==> src/rtl/hdmi_pkg.sv <==
// Shared types and constants for the HDMI clock/reset sequencer.
// The state encoding and counter sizing live here so related blocks agree on them.
package hdmi_pkg;

  typedef enum logic [1:0] {
    HOLD    = 2'd0,
    STABLE  = 2'd1,
    SER_REL = 2'd2,
    RUN     = 2'd3
  } hdmi_state_e;

  localparam int unsigned LOCK_STABLE_CYCLES_DEF = 1024;
  localparam int unsigned SER_TO_PIX_DELAY_DEF   = 16;

  // One counter serves both timed states, so it is sized for the longer interval.
  // It only ever holds (interval - 1), hence clog2 of the interval itself.
  function automatic int hdmi_cnt_w(input int unsigned a, input int unsigned b);
    int unsigned m;
    m = (a > b) ? a : b;
    return (m < 2) ? 1 : $clog2(m);
  endfunction

endpackage

==> src/rtl/hdmi_bit_sync.sv <==
// N-stage single-bit synchroniser with asynchronous active-high reset.
// Generic enough for any slow CDC flag; STAGES must be at least 2.
module hdmi_bit_sync #(
  parameter int unsigned STAGES = 2
) (
  input  logic clk,
  input  logic rst,
  input  logic d,
  output logic q
);

  logic [STAGES-1:0] sync_q;
  logic [STAGES-1:0] sync_d;

  always_comb begin
    sync_d = {sync_q[STAGES-2:0], d};
  end

  // NOTE: flops use non-blocking assignments so every stage samples the
  // value its neighbour held before the edge, giving a true shift chain.
  always_ff @(posedge clk or posedge rst) begin
    if (rst) begin
      sync_q <= '0;
    end else begin
      sync_q <= sync_d;
    end
  end

  assign q = sync_q[STAGES-1];

endmodule

==> src/rtl/hdmi_clock_reset_seq.sv <==
// Pixel-domain reset sequencer: releases serializer then pixel reset after PLL lock settles.
// Define HDMI_LOCK_LOSS_CNT_EN to build the saturating lock-loss counter; otherwise it reads 0.
module hdmi_clock_reset_seq
  import hdmi_pkg::*;
#(
  parameter int unsigned SYNC_STAGES        = 2,
  parameter int unsigned LOCK_STABLE_CYCLES = LOCK_STABLE_CYCLES_DEF,
  parameter int unsigned SER_TO_PIX_DELAY   = SER_TO_PIX_DELAY_DEF,
  parameter int unsigned LOSS_CNT_W         = 8
) (
  input  logic                  clk,
  input  logic                  rst,
  input  logic                  lock_in,
  input  logic                  restart_req,
  output logic                  ser_rst,
  output logic                  pix_rst,
  output logic                  link_ready,
  output logic [LOSS_CNT_W-1:0] lock_loss_cnt
);

  localparam int CNT_W = hdmi_cnt_w(LOCK_STABLE_CYCLES, SER_TO_PIX_DELAY);
  localparam logic [CNT_W-1:0] STABLE_LAST = CNT_W'(LOCK_STABLE_CYCLES - 1);
  localparam logic [CNT_W-1:0] SER_LAST    = CNT_W'(SER_TO_PIX_DELAY - 1);

  logic             lock_s;
  hdmi_state_e      state_q, state_d;
  logic [CNT_W-1:0] cnt_q, cnt_d;
  logic             ser_rst_q, ser_rst_d;
  logic             pix_rst_q, pix_rst_d;
  logic             link_ready_q, link_ready_d;

  hdmi_bit_sync #(
    .STAGES(SYNC_STAGES)
  ) u_lock_sync (
    .clk (clk),
    .rst (rst),
    .d   (lock_in),
    .q   (lock_s)
  );

  // NOTE: every signal driven here gets a default first, so no path through
  // the case statement can leave one unassigned and infer a latch.
  always_comb begin
    state_d = state_q;
    cnt_d   = cnt_q;
    case (state_q)
      HOLD: begin
        cnt_d = '0;
        if (lock_s) state_d = STABLE;
      end
      STABLE: begin
        if (!lock_s || restart_req) begin
          state_d = HOLD;
          cnt_d   = '0;
        end else if (cnt_q == STABLE_LAST) begin
          state_d = SER_REL;
          cnt_d   = '0;
        end else begin
          cnt_d = cnt_q + CNT_W'(1);
        end
      end
      SER_REL: begin
        if (!lock_s || restart_req) begin
          state_d = HOLD;
          cnt_d   = '0;
        end else if (cnt_q == SER_LAST) begin
          state_d = RUN;
          cnt_d   = '0;
        end else begin
          cnt_d = cnt_q + CNT_W'(1);
        end
      end
      RUN: begin
        cnt_d = '0;
        if (!lock_s || restart_req) state_d = HOLD;
      end
      default: begin
        state_d = HOLD;
        cnt_d   = '0;
      end
    endcase

    // Decoding from the next state keeps outputs registered yet aligned with the state.
    ser_rst_d    = (state_d == HOLD) || (state_d == STABLE);
    pix_rst_d    = (state_d != RUN);
    link_ready_d = (state_d == RUN);
  end

  always_ff @(posedge clk or posedge rst) begin
    if (rst) begin
      state_q      <= HOLD;
      cnt_q        <= '0;
      ser_rst_q    <= 1'b1;
      pix_rst_q    <= 1'b1;
      link_ready_q <= 1'b0;
    end else begin
      state_q      <= state_d;
      cnt_q        <= cnt_d;
      ser_rst_q    <= ser_rst_d;
      pix_rst_q    <= pix_rst_d;
      link_ready_q <= link_ready_d;
    end
  end

  assign ser_rst    = ser_rst_q;
  assign pix_rst    = pix_rst_q;
  assign link_ready = link_ready_q;

`ifdef HDMI_LOCK_LOSS_CNT_EN
  // Lock loss wins over a coincident restart, so only lock_s matters here.
  logic                  loss_evt;
  logic [LOSS_CNT_W-1:0] loss_cnt_q, loss_cnt_d;

  assign loss_evt = (state_q == RUN) && !lock_s;

  always_comb begin
    loss_cnt_d = loss_cnt_q;
    if (loss_evt && (loss_cnt_q != '1)) loss_cnt_d = loss_cnt_q + LOSS_CNT_W'(1);
  end

  always_ff @(posedge clk or posedge rst) begin
    if (rst) begin
      loss_cnt_q <= '0;
    end else begin
      loss_cnt_q <= loss_cnt_d;
    end
  end

  assign lock_loss_cnt = loss_cnt_q;
`else
  assign lock_loss_cnt = '0;
`endif

endmodule
==> config.mk <==
export PLATFORM = sky130hd
export DESIGN_NAME = hdmi_clock_reset_seq
export DESIGN_NICKNAME = d
export VERILOG_FILES = /design/src/rtl/hdmi_pkg.sv /design/src/rtl/hdmi_bit_sync.sv /design/src/rtl/hdmi_clock_reset_seq.sv
export SDC_FILE = /design/constraint.sdc
export NUM_CORES = 1
export LEC_CHECK = 0
export ABC_CLOCK_PERIOD_IN_PS = 2800
export BUFFER_PORTS_ARGS = -buffer_cell sky130_fd_sc_hd__buf_2
export CORE_MARGIN = 1.5
export CORE_UTILIZATION = 45
export DETAILED_ROUTE_END_ITERATION = 8
export PLACE_DENSITY_LB_ADDON = 0.2
export SLEW_MARGIN = 25
export SYNTH_ARGS = -nofsm -noshare
export SYNTH_HDL_FRONTEND = slang
export SYNTH_SLANG_ARGS = --single-unit
==> constraint.sdc <==
create_clock -name clk -period 2.8 [get_ports clk]
set_input_delay 0.28 -clock clk [delete_from_list [all_inputs] [get_ports clk]]
set_output_delay 0.28 -clock clk [all_outputs]
set_load 0.1 [all_outputs]
==> results.md, run 1 <==
* Internal power at around 310 µW
* Initial cell density of the core at 0.483
* Clock Latency Late Sink at about 0.29 ns
* Comb power frac at 0.142
* Grt total ovfl at 0
* CTS root buffer: clkbuf_4
* Worst Clk Skew at ~0.0047 ns
* Status: complete, no violations
* WL/cell at approximately 11 µm
* Synth cell types at 28
* Vias per inst at around 4.7
* Endpoints failing hold at 0
* Worst slew pin tran at 0.626 ns
* Clock power share at 0.298
* Tot GR Track Use at 0.149
* Critical path depth at 5
* Xor/xnor cell area share of the yosys netlist at 0.0727
* Fmax at between 600 and 700 MHz
* Power per cell area at about 500 mW/mm²
* Core Region at 0.00175 mm²
* FF/Latch Area at 428 µm²
* P&R area growth vs syn at 6.82%
* Worst setup SP type: flop
* Total CTS buffers at 3
* Share of cells above drive strength 1 at 0.205
* Max incr delay on CP at between 0.4 and 0.5 ns
* Sw frac at 0.312
* Crit Path Category: reg2reg
* Antenna viol nets, final at 0
* Setup TNS at 0 ns
* Setup Fix Bufs, Post-CTS at 0
* # IOs at 15
* Layout Cells excl Fill at approximately 110
* Syn Area/Cell at between 10 and 15 µm²
* Drt first pass iters at 4
* Peak VDD IR at about 0.00029 V
* Crit path max-delay family: simple AND/OR/NAND/NOR gates
* Die Ht at around 46 µm
* TritonCTS clock tree: yes
* CP bufs+invs at 0
* Slowest cell on crit path: dfrtp_1
* Vias at between 500 and 600
* Hold Path Class: in2async
* Placed Cells at 109
* Fin crit period at between 1.5 and 2 ns
* Initial antenna violation count at 0
* Mapped Cells at 79
* Reg2Reg Depth at 5
* CTS Buffer Depth at 2
* DIE WIDTH at ~46 µm
* Final wirelength at about 1300 µm
* H-tree depth at 1
* Nets at 94
* Dpl hpwl at roughly 930 µm
* CP arrival at 1.80 ns
* Fin. max-slew vios at 0
* Largest net degree at the start of global routing at 18
* Critical Path RT at about 3 ns
* Leakage Power at between 0.0003 and 0.0004 µW
* Cts hold-fix bufs at 0
* Multi-input combinational cell area at between 300 and 400 µm²
* Diode count at 0
* RSZ-0062 raised after global routing: no
* #FFs+latches synth at 17
* Rows at 15
* Multiplexer share of the synthesized area at 0.0119
* Final-layout fill cell count at 162
* Setup-failing EPs final at 0
* Reg-to-reg slack, setup at 1.21 ns
* Ys Warns at 0
* Die ar. at 0.00214 mm²
* Worst Path Max Fanout at 4
* Clock sinks at 17
* CP Capture Type: flop
* Sequential area share after synthesis at 0.507
* Main combinational cell family by area after synthesis: simple AND/OR/NAND/NOR gates
* Synth Area in Simple Gates at 0.215
* Synth Cell Area at between 800 and 900 µm²
* Max transition margin at 0.582
* Number of global-route vias before repair at roughly 500
* Tcrit/Tclk final at 0.568
* Initial DRC count at 5
* Port buffer count at 6
* First-pass GRT wire length at between 2000 and 2500 µm
* Clock transition at the registers of the reported paths at about 0.1 ns
* Routability cong. at 0.799
* Maxcap violations at 0
* Crit-path cells: ha_1, and3_1, a31oi_2, mux2i_1, nor3_1
* Seq pwr share at 0.560
* Post-cts resize count at 0
* DRC at 0
* Synth Area in Compound Gates at 0.0890
* Adder-cell share of the synthesized area at 0.0148
* Sw Pwr at about 140 µW
final cells by class:
type / count / area share
multi-input combinational: 58 / 0.411
clock inverter: 1 / 0.00833
clock buffer: 3 / 0.0250
tap: 25 / 0.0347
sequential: 17 / 0.475
inverter: 3 / 0.0125
timing repair buffer: 6 / 0.0333
worst reg2reg max path, stage by stage (launching register included):
cell     delay [ns]
dfrtp_1        0.42
ha_1           0.25
and3_1         0.22
a31oi_2        0.27
mux2i_1        0.15
nor3_1         0.20
state kept, by name, indices dropped and copies added, names as in the netlist:
| signal | cells |
|---|---|
| pix_rst | 1 |
| u_lock_sync.sync_q | 2 |
| ser_rst | 1 |
| link_ready | 1 |
| cnt_q | 10 |
| state_q | 2 |
placed cells by master, fill, tap and decap left out:
master	count
a21oi_1	1
clkbuf_4	3
xor2_1	1
and3_1	1
nand2b_1	1
ha_1	1
a31o_1	1
mux2i_1	1
a31oi_2	1
and2_1	1
o21a_1	1
nand3_2	1
a2bb2oi_4	1
o21ai_0	3
nand2_1	4
clkinvlp_4	1
nand4_1	2
nor2b_1	2
xnor2_1	6
inv_1	3
dfrtp_1	15
buf_2	6
or3_1	1
nor3_1	5
nor4_2	1
nor2_1	9
conb_1	8
dfstp_2	2
nand3_1	3
nor3_2	2
cell usage after synthesis:
cell	instances	area, µm²
nor3_2	2	20.0
o21a_1	1	7.51
xor2_1	1	8.76
a2bb2oi_4	1	26.3
dfrtp_1	15	375
nand3_2	1	10.0
inv_1	3	11.3
buf_4	8	60.1
nand4_1	2	12.5
and3_1	1	6.26
nor2_1	9	33.8
nand2b_1	1	6.26
and2_1	1	6.26
nor4_2	1	12.5
nand2_1	4	15.0
conb_1	1	3.75
nor3_1	5	25.0
a31oi_2	1	12.5
a31o_1	1	8.76
ha_1	1	12.5
nor2b_1	2	12.5
dfstp_2	2	52.6
xnor2_1	6	52.6
nand3_1	3	15.0
a21oi_1	1	5.00
mux2i_1	1	10.0
o21ai_0	3	15.0
or3_1	1	6.26
layer usage:
layer	track usage	up-vias	routed length, µm
met3	0.0235	2	41
met2	0.231	9	616
met4	0.103	0	12
met5	0	-	0
li1	-	269	-
met1	0.189	252	582
power groups by stage:
stage / combinational (µW) / sequential (µW) / clock, µW
floorplan: 67.7 / 255 / 0
global placement: 63.9 / 256 / 0
detailed placement: 64.1 / 256 / 0
CTS: 64.2 / 251 / 142
global route: 67.9 / 252 / 147
finish: 63.8 / 251 / 134
metrics by stage:
stage                      util  setup WS (ns)  power, µW  instance area, µm²  hold slack [ns]
after floorplan               -           1.35        323                 870            0.205
after global routing      0.516           1.07        467                 901           0.0693
final                     0.516           1.21        449                 901           0.0466
after global placement    0.499           1.24        320                 871            0.333
after CTS                 0.516           1.18        458                 901           0.0540
after detailed placement  0.499           1.24        320                 871            0.339
path summary, 6_finish.rpt:
path,from,endpoint
max,cnt_q[0],cnt_q[6]
min,rst,u_lock_sync.sync_q[0]
max reg2reg,cnt_q[0],cnt_q[6]
min reg2reg,u_lock_sync.sync_q[0],u_lock_sync.sync_q[1]
max in group asynchronous,rst,cnt_q[5]
min in group clk,lock_in,u_lock_sync.sync_q[0]
cell families (layout without fill, tap and decap cells):
group | count (synthesis) | count (layout)
muxes | 1 | 1
other | 1 | 8
adders and majority gates | 1 | 1
buffers and inverters | 11 | 13
AOI/OAI and AO/OA | 8 | 8
DFF | 17 | 17
xor gates and xnor gates | 7 | 7
and+or+nand+nor | 33 | 33
No activity file was read; power rests on OpenSTA's default activity.
==> run 2: changes to the inputs <==
Settings changed: ABC_CLOCK_PERIOD_IN_PS 2800 to 1300.
Clock period 2.8 ns to 1.3 ns, I/O delays scaled along.
==> run 2 against run 1 <==
Largest power group unchanged. Sequential share of layout area decreased by 9.5 points. The flow now finishes with violations (negative setup slack). Clock power increased by 110%. Core utilization increased by 13 points. Power increased by 120%. Critical endpoint unchanged. Non-clock buffer count increased by 18. Clock-buffer cell count unchanged. Combinational power increased by 140%. Fmax increased by 13%. Sequential power increased by 120%. Cell count increased by 16%. Clock skew increased by 0.0010 ns. Sequential cell count unchanged.
==> results.md, run 2 (synthesis results as in run 1) <==
* Status: complete, but fails checks
* Failing checks: negative setup slack
* Nets at 112 (+19%)
* Placed Cells at 122 (+12%)
* Reg2Reg Depth at 5 (unchanged)
* Slowest cell on crit path: dfrtp_1
* Critical Path RT at 1.51 ns (-1.50 ns)
* Diode count at 0 (unchanged)
* P&R area growth vs syn at 34.6%
* CTS Buffer Depth at 2 (unchanged)
* Top flop regs: cnt_q: 10 flops, state_q: 2 flops, u_lock_sync.sync_q: 2 flops
* Max reg flops at 10 (unchanged)
* Peak VDD IR at 0.000807 V (+180%)
* Crit Path Category: reg2reg
* Drt first pass iters at 4 (unchanged)
* Sw frac at 0.312 (about the same)
* WL/cell at 12.1 µm (+9.0%)
* Hold endpoint: ser_rst
* Sw Pwr at 305 µW (+120%)
* Port buffer count at 6 (unchanged)
* H-tree depth at 1 (unchanged)
* Fin. max-slew vios at 0 (unchanged)
* Worst Clk Skew at 0.00567 ns (+0.00101 ns)
* Endpoints failing hold at 0 (unchanged)
* Die ar. at 0.00214 mm² (unchanged)
* Tcrit/Tclk final at 1.08 (+0.513)
* Fmax at 712 MHz (+13%)
* Largest Register: cnt_q
* Grt total ovfl at 0 (unchanged)
* Vias at 616 (+16%)
* Core Region at 0.00175 mm² (unchanged)
* Vias per inst at 4.70 (-0.12%)
* Initial DRC count at 8 (+3)
* Worst flop-to-flop path startpoint: cnt_q[0]
* Largest net degree at the start of global routing at 11 (-7)
* Hold Startpoint: restart_req
* Setup WS pre-CTS at -0.141 ns (-1.38 ns)
* Hold Path Class: in2reg
* Max incr delay on CP at 0.43 ns (about the same)
* Commonest non-fill, non-tap cell in the layout: buf_4
* Final wirelength at 1580 µm (+26%)
* Share of cells above drive strength 1 at 0.396 (+0.192)
* Comb power frac at 0.154 (+0.012)
* Critical path depth at 5 (unchanged)
* Leakage Power at 0.000488 µW (+37%)
* Routability cong. at 0.794 (-0.64%)
* Final Util at 0.650 (+0.134)
* Setup slack after layout at -0.105 ns (-1.31 ns)
* Power per cell area at 862 mW/mm² (+73%)
* Clock Latency Late Sink at 0.30 ns (about the same)
* Reg-to-reg slack, setup at -0.11 ns (-1.31 ns)
* Total CTS buffers at 3 (unchanged)
* Fin crit period at 1.41 ns (-0.186 ns)
* Total power at 978 µW (+120%)
* Worst reg2reg path endpoint: cnt_q[6]
* Maxcap violations at 0 (unchanged)
* Worst setup SP type: flop
* Internal power at 673 µW (+120%)
* Commonest non-fill, non-tap cells in the layout: 15 x buf_4, 12 x dfrtp_1, 9 x nor2_1
* Tot GR Track Use at 0.177 (+0.0280)
* Setup-failing EPs final at 13 (+13)
* DIE WIDTH at 46.3 µm (unchanged)
* Worst Path Max Fanout at 3 (-1)
* Hold Path Cell Cnt at 3
* CP arrival at 1.62 ns (-0.18 ns)
* Die Ht at 46.3 µm (unchanged)
* Clock sinks at 17 (unchanged)
* Clock power share at 0.291 (-0.007)
* Layout Cells excl Fill at 131 (+16%)
* Dpl hpwl at 1140 µm (+22%)
* DRC at 0 (unchanged)
* Rows at 15 (unchanged)
* Crit-path cells: ha_4, and3_4, a31oi_4, mux2i_1, nor3_2
* # IOs at 15 (unchanged)
* Number of global-route vias before repair at 595 (+19%)
* Clock transition at the registers of the reported paths at 0.10 ns (about the same)
* CP Capture Type: flop
* Crit path max-delay family: flip-flops
* Initial antenna violation count at 0 (unchanged)
* CP bufs+invs at 0 (unchanged)
* Initial cell density of the core at 0.483 (unchanged)
* CTS root buffer: clkbuf_4
* RSZ-0062 raised after global routing: yes
* Seq pwr share at 0.554 (-0.006)
* Antenna viol nets, final at 0 (unchanged)
* TritonCTS clock tree: yes
* First-pass GRT wire length at 2590 µm (+19%)
## run 2: cell types whose count changed in the layout (fill, tap and decap cells not counted), sizes merged
cell / delta
clkinv: +1
buf: +16
dlygate4sd3: +2
clkinvlp: -1
## run 2: layout make-up
| class | count | area, µm² |
|---|---|---|
| clock inverters | 1 | 5.00 |
| fillers | 149 | 611 |
| repair buffers | 24 | 204 |
| clock buffers | 3 | 22.5 |
| well taps | 25 | 31.3 |
| inverters | 3 | 11.3 |
| flip-flops and latches | 17 | 432 |
| multi-input cells | 58 | 429 |
## run 2: per-stage QoR
step / setup TNS (ns) / hold WS, ns / cell area (µm²)
after floorplan: -0.0681 / 0.0546 / 892
after global placement: -0.792 / 0.0996 / 1020
after detailed placement: -1.15 / 0.104 / 1020
after CTS: -1.12 / 0.0829 / 1090
after global routing: -1.78 / 0.112 / 1130
final: -0.895 / 0.0977 / 1130
## run 2: worst reg2reg max path, cell delays in order (launching register included)
cell and delay, ns:
dfrtp_1 0.43, ha_4 0.19, and3_4 0.19, a31oi_4 0.19, mux2i_1 0.16, nor3_2 0.16
## run 2: worst max-delay path by stage
stage | start | slack, ns | endpoint
after global routing | cnt_q[5] | -0.16 | cnt_q[3]
final | cnt_q[0] | -0.11 | cnt_q[6]
after CTS | cnt_q[0] | -0.11 | cnt_q[7]
after floorplan | cnt_q[0] | -0.04 | state_q[0]
after global placement | cnt_q[1] | -0.14 | cnt_q[6]
after detailed placement | cnt_q[1] | -0.14 | cnt_q[6]
## run 2: metal layers
layer	wire length (µm)	vias up	track usage
met5	0	-	0
met4	32	0	0.0857
met3	46	6	0.0353
met1	681	293	0.218
met2	820	11	0.294
li1	-	306	-
## run 2: power groups by stage
stage	Sequential [µW]	Combinational [µW]	Clock, µW
floorplan	551	147	0
global placement	551	143	0
detailed placement	551	144	0
CTS	542	150	298
global route	543	160	314
finish	542	151	285
## run 2: timing repair
action | 4_1_cts | 5_1_grt
hold endpoints to repair | 9 | 0
endpoints found under the setup margin | 13 | 15
hold buffers | 2 | 0
pin swaps | 10 | 3
resized for setup | 3 | 9
setup buffers | 1 | 2
